### src/rtl/spi_bridge_pkg.sv
// Shared types and helpers for the SPI-to-register-bus bridge.
package spi_bridge_pkg;

  localparam int K_DWIDTH_DEF = 16;
  localparam int K_AWIDTH_DEF = 7;
  localparam int K_RNW_BIT    = K_DWIDTH_DEF - 1;

  typedef enum logic [2:0] {
    S_IDLE,
    S_RD_REQ,
    S_RD_LOAD,
    S_RD_STREAM,
    S_WR_STREAM,
    S_WR_REQ,
    S_DRAIN
  } state_e;

  // Start-address field of a command word (low awidth bits).
  function automatic logic [63:0] addr_field(input logic [63:0] word, input int awidth);
    return word & ((64'd1 << awidth) - 64'd1);
  endfunction

endpackage

### src/rtl/spi_reg_bridge.sv
// Converts SPI slave words into register-bus reads/writes with auto-incrementing
// address; read data is prefetched and handed back to the slave transmitter.
module spi_reg_bridge
  import spi_bridge_pkg::*;
#(
  parameter int K_DWIDTH = K_DWIDTH_DEF,
  parameter int K_AWIDTH = K_AWIDTH_DEF
) (
  input  logic                i_clk,
  input  logic                i_rst_n,
  input  logic [K_DWIDTH-1:0] i_rx_data,
  input  logic                i_rx_event,
  input  logic                i_txe,
  input  logic                i_selected,
  output logic [K_DWIDTH-1:0] o_tx_data,
  output logic                o_tx_valid,
  output logic [K_AWIDTH-1:0] o_reg_addr,
  output logic [K_DWIDTH-1:0] o_reg_wdata,
  output logic                o_reg_we,
  output logic                o_reg_re,
  input  logic [K_DWIDTH-1:0] i_reg_rdata,
  input  logic                i_reg_ack,
  output logic                o_overrun,
  output logic                o_busy
);

  state_e              r_state;
  logic [K_AWIDTH-1:0] r_addr;
  logic                w_ev;
  logic                w_rnw;
  logic [K_AWIDTH-1:0] w_cmd_addr;
  logic                w_unused_txe;

  assign w_ev         = i_rx_event & i_selected;
  assign w_rnw        = i_rx_data[K_DWIDTH-1];
  assign w_cmd_addr   = K_AWIDTH'(addr_field(64'(i_rx_data), K_AWIDTH));
  assign w_unused_txe = i_txe;

  // The load strobe is gated by chip-select so a deselect during RD_LOAD suppresses it.
  assign o_tx_valid = (r_state == S_RD_LOAD) && i_selected;
  assign o_busy     = (r_state != S_IDLE);

  always_ff @(posedge i_clk or negedge i_rst_n) begin
    if (!i_rst_n) begin
      r_state     <= S_IDLE;
      r_addr      <= '0;
      o_tx_data   <= '0;
      o_reg_addr  <= '0;
      o_reg_wdata <= '0;
      o_reg_we    <= 1'b0;
      o_reg_re    <= 1'b0;
      o_overrun   <= 1'b0;
    end else begin
      o_overrun <= 1'b0;
      case (r_state)
        S_IDLE: begin
          if (w_ev) begin
            r_addr <= w_cmd_addr;
            if (w_rnw) begin
              o_reg_addr <= w_cmd_addr;
              o_reg_re   <= 1'b1;
              r_state    <= S_RD_REQ;
            end else begin
              r_state <= S_WR_STREAM;
            end
          end
        end
        S_RD_REQ: begin
          o_overrun <= w_ev;
          if (i_reg_ack) begin
            o_reg_re <= 1'b0;
            if (i_selected) begin
              o_tx_data <= i_reg_rdata;
              r_state   <= S_RD_LOAD;
            end else begin
              r_state <= S_IDLE;
            end
          end else if (!i_selected) begin
            r_state <= S_DRAIN;
          end
        end
        S_RD_LOAD: begin
          o_overrun <= w_ev;
          r_addr    <= r_addr + K_AWIDTH'(1);
          r_state   <= i_selected ? S_RD_STREAM : S_IDLE;
        end
        S_RD_STREAM: begin
          if (!i_selected) begin
            r_state <= S_IDLE;
          end else if (w_ev) begin
            o_reg_addr <= r_addr;
            o_reg_re   <= 1'b1;
            r_state    <= S_RD_REQ;
          end
        end
        S_WR_STREAM: begin
          if (!i_selected) begin
            r_state <= S_IDLE;
          end else if (w_ev) begin
            o_reg_addr  <= r_addr;
            o_reg_wdata <= i_rx_data;
            o_reg_we    <= 1'b1;
            r_state     <= S_WR_REQ;
          end
        end
        S_WR_REQ: begin
          o_overrun <= w_ev;
          if (i_reg_ack) begin
            o_reg_we <= 1'b0;
            r_addr   <= r_addr + K_AWIDTH'(1);
            r_state  <= i_selected ? S_WR_STREAM : S_IDLE;
          end else if (!i_selected) begin
            r_state <= S_DRAIN;
          end
        end
        S_DRAIN: begin
          // Whichever request was pending stays asserted until the bus completes it.
          if (i_reg_ack) begin
            o_reg_re <= 1'b0;
            o_reg_we <= 1'b0;
            r_state  <= S_IDLE;
          end
        end
        default: r_state <= S_IDLE;
      endcase
    end
  end

endmodule

### config.mk
export PLATFORM = sky130hd
export DESIGN_NAME = spi_reg_bridge
export DESIGN_NICKNAME = d
export VERILOG_FILES = /design/src/rtl/spi_bridge_pkg.sv /design/src/rtl/spi_reg_bridge.sv
export SDC_FILE = /design/constraint.sdc
export NUM_CORES = 1
export LEC_CHECK = 0
export ABC_CLOCK_PERIOD_IN_PS = 1700
export BUFFER_PORTS_ARGS = -buffer_cell sky130_fd_sc_hd__buf_2
export CORE_UTILIZATION = 45
export DETAILED_ROUTE_END_ITERATION = 7
export GPL_TIMING_DRIVEN = 0
export PLACE_DENSITY = 0.75
export SYNTH_ARGS = -nofsm -noshare
export SYNTH_HDL_FRONTEND = slang
export SYNTH_SLANG_ARGS = --single-unit
### constraint.sdc
create_clock -name i_clk -period 1.7 [get_ports i_clk]
set_input_delay 0.17 -clock i_clk [delete_from_list [all_inputs] [get_ports i_clk]]
set_output_delay 0.17 -clock i_clk [all_outputs]
set_load 0.02 [all_outputs]
# Word-level counts from Yosys, hierarchy flattened

Cells that the tools add are included.

Word-level logic and storage cells: 78
Output and inout port bits: 44
Register bits after elaboration: 52

Reduce and logical (&&, ||, !) cells: 18
Mux-type cells: 30
$add $sub $neg: 1
Equality and inequality tests: 20
Bitwise operators: 1

Operators with widths:

| cell                  | number |
|---|---|
| $mux W7               | 6 |
| $mux W3               | 11 |
| $pmux W3 S7           | 1 |
| $pmux W7 S3           | 1 |
| $ne A2 B2 Y1 const B  | 8 |
| $pmux W7 S2           | 1 |
| $eq A3 B3 Y1 const B  | 3 |
| $reduce_and A3 Y1     | 3 |
| $reduce_bool A3 Y1    | 3 |
| $ne A2 B1 Y1 const B  | 4 |
| $reduce_and A4 Y1     | 2 |
| $add A7 B1 Y7 const B | 1 |
| $eq A3 B2 Y1 const B  | 2 |
| $mux W1               | 6 |
| $ne A3 B3 Y1 const B  | 2 |
| $reduce_and A6 Y1     | 1 |
| $reduce_or A2 Y1      | 3 |
| $reduce_and A5 Y1     | 1 |
| $mux W2               | 2 |
| $reduce_bool A2 Y1    | 2 |
| $eq A3 B1 Y1 const B  | 1 |
| $logic_not A3 Y1      | 1 |
| $pmux W1 S3           | 1 |
| $reduce_or A3 Y1      | 1 |
| 3 further kinds       | 3 |

# Longest topological paths before layout

Gate-level depths: netlist of run 1.

Depth in word-level cells: 4
Depth in mapped cells: 7

# Least setup slack after synthesis of run 1

Ideal clock, no wire load.

Path kind: flip-flop to flip-flop
Start point: register r_state[1]
End point: register o_reg_addr[0]
Path buffers: 1
Setup slack: -0.013 ns
Cell stages (with the launch flop): 6
Arrival: 1.589 ns
Cells stage by stage: dfrtp_1 -> buf_4 -> and3b_1 -> a21oi_2 -> mux2_2 -> mux2_2

Cells in the longest elaborated chain, start to end: 4
Elaborated cells between the ends (all ways): 11

Ends and longest elaborated chain:

| item                                                         | RTL line              | text |
|---|---|---|
| start, declared                                              | spi_reg_bridge.sv:27  | `state_e r_state;` |
| start signal, assigned                                       | spi_reg_bridge.sv:85  | `r_state <= i_selected ? S_RD_STREAM : S_IDLE;` |
| start signal, assigned                                       | spi_reg_bridge.sv:111 | `r_state <= i_selected ? S_WR_STREAM : S_IDLE;` |
| $eq A3 B3 Y1 or $eq A3 B2 Y1 (tied branches)                 | spi_reg_bridge.sv:55  | `case (r_state)` |
| $reduce_or A2 Y1 (no line)                                   | --                    |  |
| $ne A2 B1 Y1 (no line) or $reduce_bool A2 Y1 (tied branches) | --                    |  |
| $reduce_and A5 Y1 (no line)                                  | --                    |  |
| end signal, assigned                                         | spi_reg_bridge.sv:60  | `o_reg_addr <= w_cmd_addr;` |
| end signal, assigned                                         | spi_reg_bridge.sv:91  | `o_reg_addr <= r_addr;` |
| end signal, assigned                                         | spi_reg_bridge.sv:100 | `o_reg_addr <= r_addr;` |
| end, declared                                                | spi_reg_bridge.sv:17  | `output logic [K_AWIDTH-1:0] o_reg_addr,` |

Several ways; a longest one is shown, not always the timed one.
A chain may end at the register's enable or synchronous reset.

# Final worst setup path of run 1

Start point: register r_state[1]
End point: register o_reg_addr[2]

Same word-level chain as after synthesis.

==> run metrics, run 1 <==
Crit Path Class register to register; drt pass-1 iters 4; sw frac about two fifths; largest net degree at the start of global routing 53; final WL ~5800 um; dpl ws -0.0842 ns; endpoint type of the worst setup path register; post-route total power ~0.0067 W; Final Util between 60% and 70%; synthesized area per cell approximately 12 sq um; number of buffers created by CTS 5; WHS roughly 0.081 ns; area leader, netlist dfrtp_1; Reg2Reg Depth 6; outcome finished, violations left; ant diodes 0; Crit path arrival time 1.93 ns; Core Area between 5000 and 6000 sq um; antenna violations before repair 0; H-tree levels 2; Synth-to-Final Area Change 32.9%; CTS clk-pin slew, worst paths ~0.09 ns; delay-heaviest family, CP multiplexers; 1st-iter DRT viols approximately 100; post-synthesis register bit count between 50 and 60; critical path cell sequence buf_6 > and3b_2 > a21oi_4 > buf_12 > mux2_4 > mux2_2; maximum root-to-sink buffer count 2; Largest stage delay, worst path between 0.4 and 0.5 ns; via count just over 2000; CTS tree built; max-cap viol count 0; required time of the worst setup path 1.89 ns; Yosys top cell area share between 50% and 60%; Post-DRT Antenna Nets 0; period utilisation layout 102%; IO Port Bufs a little under 80; fmax approximately 580 MHz; placed insts 352; final setup violating endpoints 8; largest cells by area after synthesis dfrtp_1 (52%), mux2_2 (20%), a21oi_1 (2.0%), mux2i_1 (2.0%), nand2_1 (1.6%); gr usage total between 20% and 30%; drt wl/cell roughly 15 um; Hold Vio Cnt, Final 0; worst setup margin -0.0376 ns; num ports between 80 and 90; RSZ-0062 raised after global routing true; Std-Cell Rows 26; sequential fraction of design power about 33%; Hold WC Path Type primary input to asynchronous set/reset pin; global routing's busiest layer met2; Mapped Nets 244; Combinational Power Share 54.7%; Clock Power Share around 13%; max-slew violations 0; met2 Usage GRT around a third; Setup crit start kind register; worst skew pair latency about 0.3 ns; ratio of cells with drive above 1 in the final layout a little under three fifths; Crit Path Max Fanout 7; worst IR drop on VDD between 1000 and 1500 uV; first-pass GRT wire length between 9000 and 10000 um; LEAKAGE 1.61 nW; drt via density ~5.4; Worst-Margin Slew roughly 1.1 ns; Synth top cells by count dfrtp_1 (52), mux2_2 (45), nand2_1 (11), nor2_1 (11), a21oi_1 (10); Cell variety after synth 46; Reg2Reg Setup Slack -0.04 ns; Final GP Congestion between 0.8 and 0.9; DP Wirelength 3820 um; most frequent cell after synthesis dfrtp_1; CP max stage cell dfrtp_1; detailed-route DRC error count 0; Die Span Y approximately 77 um; die width between 70 and 80 um; Psw between 0.002 and 0.003 W; vias in the first global route 2074; grt ovf 0; reg2reg start r_state[1]; Non-Filler Instances around 370; met1 GRT Util between 20% and 30%; clock skew roughly 0.011 ns; reg2reg end o_reg_addr[2]; EDFF count, synth 0; ys flop type dfrtp_1; Int Power 0.00398 W; fill count about 400; Rel. slew slack ~25%; mapped cell area 2520 sq um; sequential share of the synthesized area about half; global-route met3 utilization 4.52%; CTS root buffer clkbuf_8; failing checks negative setup slack; die area between 5000 and 6000 sq um; Nets about 340; PD cells roughly 2000 nW/um^2; Initial Utilization between 40% and 50%; Async SR Flop Fraction between 90% and 100%; Buf+Inv Stages, Crit Path 2; Cells after Synth 205; clock sink total 52; Final min period between 1.5 and 2 ns; yosys warns 0
[metrics by stage]
| stage | cell area [sq um] | setup TNS, ns |
|---|---|---|
| after floorplan | 2530 | 0 |
| after global placement | 3000 | -1.39 |
| after detailed placement | 3000 | -1.81 |
| after CTS | 3300 | -0.0479 |
| after global routing | 3350 | -0.564 |
| final | 3350 | -0.224 |
[how the worst max path moves through the flow]
stage / endpoint / from / cells past startpoint
final: o_reg_addr[2] / r_state[1] / 6
after global routing: o_reg_addr[2] / r_state[1] / 6
after CTS: o_busy / r_state[2] / 5
after detailed placement: o_reg_wdata[8] / r_state[1] / 5
after global placement: o_reg_addr[5] / r_state[1] / 5
after floorplan: o_reg_addr[0] / r_state[1] / 5
[repair_timing]
action,4_1_cts,5_1_grt
cloned,1,0
endpoints found under the setup margin,29,36
hold buffers,0,0
pin swaps,3,3
setup buffers,10,2
gates resized for setup,26,13
endpoints found under the hold margin,0,0
[flip-flops by register name, indices dropped and copies added (netlist names)]
name / cells
o_reg_we: 1
o_reg_addr: 7
r_state: 3
o_tx_data: 16
o_reg_wdata: 16
o_reg_re: 1
r_addr: 7
o_overrun: 1
[layer usage]
| metal | vias up | wire, um | part of all wire (%) |
|---|---|---|---|
| li1 | 934 | - | - |
| met1 | 1011 | 2460 | 43 |
| met2 | 66 | 2940 | 51 |
| met3 | 8 | 293 | 5.1 |
| met4 | 0 | 81 | 1.4 |
| met5 | - | 0 | 0 |
[power by group through the flow]
stage / clock, W / combinational, W / sequential [W]
4_1_cts: 0.000862 / 0.00350 / 0.00218
6_report: 0.000835 / 0.00364 / 0.00218
3_3_place_gp: 0 / 0.00307 / 0.00216
3_5_place_dp: 0 / 0.00314 / 0.00219
2_1_floorplan: 0 / 0.00161 / 0.00279
5_1_grt: 0.000904 / 0.00389 / 0.00226
[final cells by class]
cell class | count | area [sq um] | area share [%]
flip-flops and latches | 52 | 1300 | 38.8
multi-input cells | 135 | 1200 | 35.9
repair buffers | 90 | 509 | 15.2
plain buffers | 13 | 123 | 3.66
well taps | 70 | 87.6 | 2.61
clock buffers | 5 | 68.8 | 2.05
clock inverters | 3 | 42.5 | 1.27
inverters | 5 | 18.8 | 0.559
[cells by family (layout without fill, tap and decap cells)]
kind of cell               count (synthesis)  count (layout)  share of synthesized area (%)
buffers and inverters                     18             116                           4.26
and+or+nand+nor                           42              42                           9.47
muxes                                     53              53                           23.5
adders and majority gates                  1               1                          0.496
AOI/OAI and AO/OA                         39              39                           10.7
DFF                                       52              52                           51.6
[cell usage in the layout, fill, tap and decap left out, drive strengths merged, types with 2 or more instances in the layout]
cell type / n
buf: 101
dfrtp: 52
mux2: 48
nor2: 12
nand2: 11
a21oi: 11
o21ai: 7
clkbuf: 7
mux2i: 5
inv: 5
o22ai: 4
nand3: 3
nor2b: 2
a221oi: 2
a22oi: 2
nor3: 2
o2bb2ai: 2
a31oi: 2
nand2b: 2
nor4: 2
nand4: 2
o32a: 2
(Power assumes the default switching activity.)
==> run 2: changes to the inputs <==
Settings changed: PLACE_DENSITY 0.75 to 0.83.
==> run 2 against run 1 <==
The run still ends with negative setup slack left. Sequential share of layout area is essentially flat. Combinational power rose by 4%. Count of clock-buffer cells in the layout increased by 2. Maximum frequency decreased by 2.8%. Non-clock buffer count up 5. Wire length increased by 12%. Die area unchanged. Worst hold slack got worse by 0.0065 ns. Critical endpoint is now o_busy. Largest cell class unchanged.
==> run metrics, run 2 (same netlist as run 1, synthesis figures left out) <==
Post-DRT Antenna Nets 0 (unchanged); first-pass GRT wire length 9980 um (+3.1%); number of buffers created by CTS 5 (unchanged); sw frac 41.1% (+0.83 points); Psw 0.00277 W (+3.2%); IO Port Bufs 77 (unchanged); LEAKAGE 1.64 nW (+1.6%); Buf+Inv Stages, Crit Path 4 (+2); Clock Power Share 11.1% (-1.4 points); most common cell after layout, fill and taps aside buf_2; die width 76.9 um (unchanged); sequential fraction of design power 32.7% (about the same); Hold WC Path Type primary input to asynchronous set/reset pin; crit path launch r_state[2]; Final min period 1.79 ns (+0.0496 ns); endpoint type of the worst setup path output port; Crit Path Class register to output port; drt pass-1 iters 4 (unchanged); Combinational Power Share 56.2% (+1.5 points); Initial Utilization 48.2% (unchanged); H-tree levels 2 (unchanged); PD cells 2010 nW/um^2 (+1.0%); reg2reg end o_reg_addr[3]; Rel. slew slack 24.5% (-0.28 points); ratio of cells with drive above 1 in the final layout 56.7% (+0.57 points); RSZ-0062 raised after global routing true; antenna violations before repair 0 (unchanged); fmax 560 MHz (-2.8%); worst IR drop on VDD 1120 uV (-0.58%); largest net degree at the start of global routing 53 (unchanged); Synth-to-Final Area Change 33.1%; worst setup margin -0.0872 ns (-0.0496 ns); num ports 82 (unchanged); period utilisation layout 105% (+2.9 points); final setup violating endpoints 13 (+5); Reg2Reg Depth 6 (unchanged); CP Depth 5 (-1); Crit Path Max Fanout 8 (+1); Largest stage delay, worst path 0.40 ns (about the same); gr usage total 21.8% (+0.99 points); vias in the first global route 2049 (-1.2%); outcome finished, violations left; Std-Cell Rows 26 (unchanged); drt via density 5.56 (+2.7%); Int Power 0.00397 W (-0.25%); Final GP Congestion 0.914 (+8.2%); delay-heaviest family, CP buffers and inverters; WHS 0.0743 ns (-0.00654 ns); Hold Vio Cnt, Final 0 (unchanged); Nets 346 (+1.5%); register area 1300 sq um (unchanged); required time of the worst setup path 1.53 ns (-0.36 ns); hold-fix buffers at CTS 0 (unchanged); most used cell, CP buf_6; CTS clk-pin slew, worst paths 0.09 ns (about the same); Core Area 5240 sq um (unchanged); final WL 6470 um (+12%); Die Span Y 76.9 um (unchanged); worst skew pair latency 0.31 ns (about the same); reg2reg start r_state[1]; Setup crit start kind register; fill count 366 (-7.3%); failing checks negative setup slack; top flop regs o_reg_wdata: 16 flops, o_tx_data: 16 flops; Crit path arrival time 1.62 ns (-0.31 ns); Reg2Reg Setup Slack -0.09 ns (-0.05 ns); Worst-Margin Slew 1.13 ns (+0.00413 ns); max-slew violations 0 (unchanged); maximum root-to-sink buffer count 2 (unchanged); clock sink total 52 (unchanged); grt ovf 0 (unchanged); 1st-iter DRT viols 264 (+150%); drt wl/cell 17.1 um (+11%); detailed-route DRC error count 0 (unchanged); max-cap viol count 0 (unchanged); DP Wirelength 3910 um (+2.4%); multi-input gate area in the final layout 1200 sq um (-0.62%); CTS root buffer clkbuf_8; ant diodes 0 (unchanged); CP Capture Point o_busy; via count 2096 (+3.8%); die area 5910 sq um (unchanged); Final Util 64.1% (+0.072 points); CP max stage cell dfrtp_1; critical path cell sequence buf_6 > buf_8 > clkbuf_8 > or3_4 > buf_6; most frequent cells in the layout buf_2 (77), dfrtp_1 (52), mux2_2 (36); CTS tree built; clock skew 0.00750 ns (-0.00380 ns)
[run 2: worst reg2reg max path, stage by stage, from the launching register on]
cell     delay, ns
dfrtp_1       0.42
buf_6         0.15
and3b_2       0.24
a21oi_4       0.15
buf_12        0.15
mux2_4        0.30
mux2_4        0.28
[run 2: layout make-up]
class,instances,area share (%)
multi-input combinational,135,35.6
inverter,5,0.559
timing repair buffer,96,16.3
buffer,12,3.32
tap,70,2.61
sequential,52,38.7
clock buffer,7,2.87
[run 2: power by group through the flow]
stage | clock, W | sequential (W) | combinational, W
after detailed placement | 0 | 0.00220 | 0.00314
after global routing | 0.000802 | 0.00228 | 0.00400
final | 0.000749 | 0.00220 | 0.00378
after floorplan | 0 | 0.00279 | 0.00161
after global placement | 0 | 0.00216 | 0.00307
after CTS | 0.000764 | 0.00219 | 0.00349
[run 2: worst min path at each step]
| stage | start | to | slack, ns | depth (start not counted) |
|---|---|---|---|---|
| detailed placement | i_rx_data[10] | o_reg_wdata[10] | 0.41 | 2 |
| floorplan | i_rst_n | o_overrun | -0.13 | 0 |
| global route | i_reg_rdata[3] | o_tx_data[3] | 0.09 | 2 |
| CTS | i_reg_rdata[1] | o_tx_data[1] | 0.08 | 2 |
| global placement | i_reg_rdata[3] | o_tx_data[3] | 0.39 | 2 |
| finish | i_rst_n | o_reg_wdata[4] | 0.07 | 1 |
[run 2: through the flow]
step	setup slack, ns	power [W]	instances	area (sq um)	TNS (ns)
floorplan	0.0419	0.00440	205	2530	0
detailed placement	-0.103	0.00534	352	3000	-2.18
CTS	-0.0920	0.00644	367	3260	-0.283
global placement	-0.0686	0.00523	352	3000	-1.42
global route	-0.107	0.00708	377	3360	-1.19
finish	-0.0872	0.00674	377	3360	-0.709
[run 2: metal layers]
metal  GRT usage (%)  share of wire (%)  vias up  routed length [um]
met1            26.5                 41     1043                2660
li1                -                  -      947                   -
met4            7.88                1.4        0                  91
met2            37.0                 50       96                3240
met3            5.95                7.2       10                 468
met5               0                  0        -                   0
[run 2: what timing repair did]
item / CTS / global route
pin swaps: 2 / 3
gates resized for setup: 23 / 10
hold endpoints to repair: 0 / 0
setup buffers: 7 / 12
cloned: 1 / 0
endpoints found under the setup margin: 29 / 38
==> run 3: changes to the inputs <==
Settings changed: CELL_PAD_IN_SITES_DETAIL_PLACEMENT set to 0, CELL_PAD_IN_SITES_GLOBAL_PLACEMENT set to 2, CORE_UTILIZATION 45 to 29, PLACE_DENSITY 0.83 to 0.84, TNS_END_PERCENT set to 30.
==> run 3 against run 2 <==
Power up 2.1%. Largest cell class unchanged. Setup slack improved by 0.030 ns. Clock skew down 0.0025 ns. Core utilization fell by 22 points. Wire length is 2.2% lower. Global-route usage decreased by 7.2 points. The flow still finishes with violations (negative setup slack). Critical endpoint is now o_reg_addr[1]. Sequential share of layout area is 1.4 points lower.
==> run metrics, run 3 (same netlist as run 1, synthesis figures left out) <==
outcome finished, violations left; failing checks negative setup slack; required time of the worst setup path 1.90 ns (+0.37 ns); worst IR drop on VDD 751 uV (-33%); Crit path arrival time 1.95 ns (+0.33 ns); Hold EP o_tx_data[3]; Final Util 42.0% (-22 points); min-delay src i_reg_rdata[3]; first-pass GRT wire length 10200 um (+2.3%); Final min period 1.76 ns (-0.0299 ns); grt ovf 0 (unchanged); Rel. slew slack 67.5% (+43 points); post-route total power 0.00688 W (+2.1%); detailed-route DRC error count 0 (unchanged); most common cell after layout, fill and taps aside buf_2; most frequent cells in the layout buf_2 (76), dfrtp_1 (52), mux2_2 (36); PD cells 1970 nW/um^2 (-1.6%); Hold WC Path Type primary input to register; max-cap viol count 0 (unchanged); reg2reg start r_state[1]; drt wl/cell 15.4 um (-10%); Std-Cell Rows 33 (+27%); fmax 569 MHz (+1.7%); 1st-iter DRT viols 115 (-56%); top flop regs o_reg_wdata: 16 flops, o_tx_data: 16 flops; die width 95.3 um (+24%); final setup violating endpoints 8 (-5); clock sink total 52 (unchanged); vias in the first global route 2037 (-0.59%); Setup crit start kind register; CTS tree built; Die Span Y 95.3 um (+24%); drt via density 4.93 (-11%); CTS clk-pin slew, worst paths 0.10 ns (about the same); CTS root buffer clkbuf_8; number of buffers created by CTS 5 (unchanged); Reg2Reg Setup Slack -0.06 ns (+0.03 ns); Post-DRT Antenna Nets 0 (unchanged); max-slew violations 0 (unchanged); Core Area 8300 sq um (+58%); Final GP Congestion 0.765 (-16%); ant diodes 0 (unchanged); ratio of cells with drive above 1 in the final layout 55.9% (-0.80 points); final WL 6330 um (-2.2%); Crit Path Class register to register; largest net degree at the start of global routing 53 (unchanged); LEAKAGE 1.65 nW (+1.1%); Crit Path Max Fanout 7 (-1); H-tree levels 2 (unchanged); antenna violations before repair 0 (unchanged); Initial Utilization 30.4% (-18 points); worst setup margin -0.0573 ns (+0.0299 ns); num ports 82 (unchanged); endpoint type of the worst setup path register; RSZ-0062 raised after global routing true; period utilisation layout 103% (-1.8 points); Worst-Margin Slew 0.488 ns (-0.645 ns); worst skew pair latency 0.30 ns (about the same); worst hold stages 2; DP Wirelength 4310 um (+10%); via count 2026 (-3.3%); maximum root-to-sink buffer count 2 (unchanged); reg2reg end o_reg_addr[1]; gr usage total 14.6% (-7.2 points); IO Port Bufs 77 (unchanged); Hold Vio Cnt, Final 0 (unchanged); clock skew 0.00500 ns (-0.00250 ns); drt pass-1 iters 4 (unchanged); Nets 344 (-0.58%); Reg2Reg Depth 6 (unchanged); die area 9080 sq um (+54%); Synth-to-Final Area Change 38.1%
==> run 3: cell count changes in the layout (fill, tap and decap cells not counted), sizes merged <==
cell	delta
buf	-5
bufinv	+1
clkbuf	+2
dlygate4sd3	+1
==> run 3: through the flow <==
step / area [sq um] / setup TNS [ns] / hold WS [ns] / worst slack, ns / cells
3_3_place_gp: 3050 / -2.75 / 0.389 / -0.122 / 387
5_1_grt: 3490 / -0.781 / 0.0760 / -0.104 / 411
6_report: 3490 / -0.316 / 0.0810 / -0.0573 / 411
4_1_cts: 3340 / -0.293 / 0.0696 / -0.0456 / 403
3_5_place_dp: 3050 / -2.57 / 0.391 / -0.132 / 387
2_1_floorplan: 2530 / 0 / -0.126 / 0.0419 / 205
==> run 3: repair_timing <==
item | in CTS | in global routing
hold endpoints to repair | 0 | 13
endpoints found under the setup margin | 29 | 30
gates cloned | 0 | 1
resized for setup | 23 | 12
buffers inserted | 9 | 5
hold buffers | 0 | 1
pin swaps | 3 | 3
==> run 3: routing by layer <==
| layer | wire length (um) | GRT usage, % | up-vias | share of wire, % |
|---|---|---|---|---|
| li1 | - | - | 945 | - |
| met1 | 2870 | 19.7 | 1014 | 45 |
| met2 | 3120 | 23.5 | 62 | 49 |
| met3 | 279 | 3.43 | 5 | 4.4 |
| met4 | 50 | 3.54 | 0 | 0.79 |
| met5 | 0 | 0 | - | 0 |
==> run 3: worst max-delay path by stage <==
stage | start | to | slack, ns | depth (start not counted)
detailed placement | r_state[1] | o_reg_wdata[8] | -0.13 | 5
floorplan | r_state[1] | o_reg_addr[0] | 0.04 | 5
global route | r_state[1] | o_reg_addr[1] | -0.10 | 6
CTS | r_state[1] | o_reg_addr[6] | -0.05 | 6
finish | r_state[1] | o_reg_addr[1] | -0.06 | 6
global placement | r_state[1] | o_reg_addr[1] | -0.12 | 5
==> run 3: worst max-delay path, stage by stage (launching register included) <==
cell and delay [ns]:
dfrtp_1 0.42, buf_6 0.15, and3b_2 0.22, a21oi_4 0.14, buf_12 0.15, mux2_4 0.31, mux2_4 0.27
==> run 3: area by class of cell <==
class | count | area (sq um)
inverter | 5 | 18.8
multi-input combinational | 135 | 1200
sequential | 52 | 1300
clock buffer | 7 | 96.3
timing repair buffer | 94 | 572
buffer | 12 | 138
tap | 105 | 131
fill | 802 | 4810
clock inverter | 1 | 30.0
==> run 3: power by group <==
part | internal [W] | leakage [nW] | switching, W
registers | 0.00184 | 0.629 | 0.000349
logic | 0.00179 | 0.960 | 0.00197
clock network | 0.000520 | 0.0645 | 0.000411
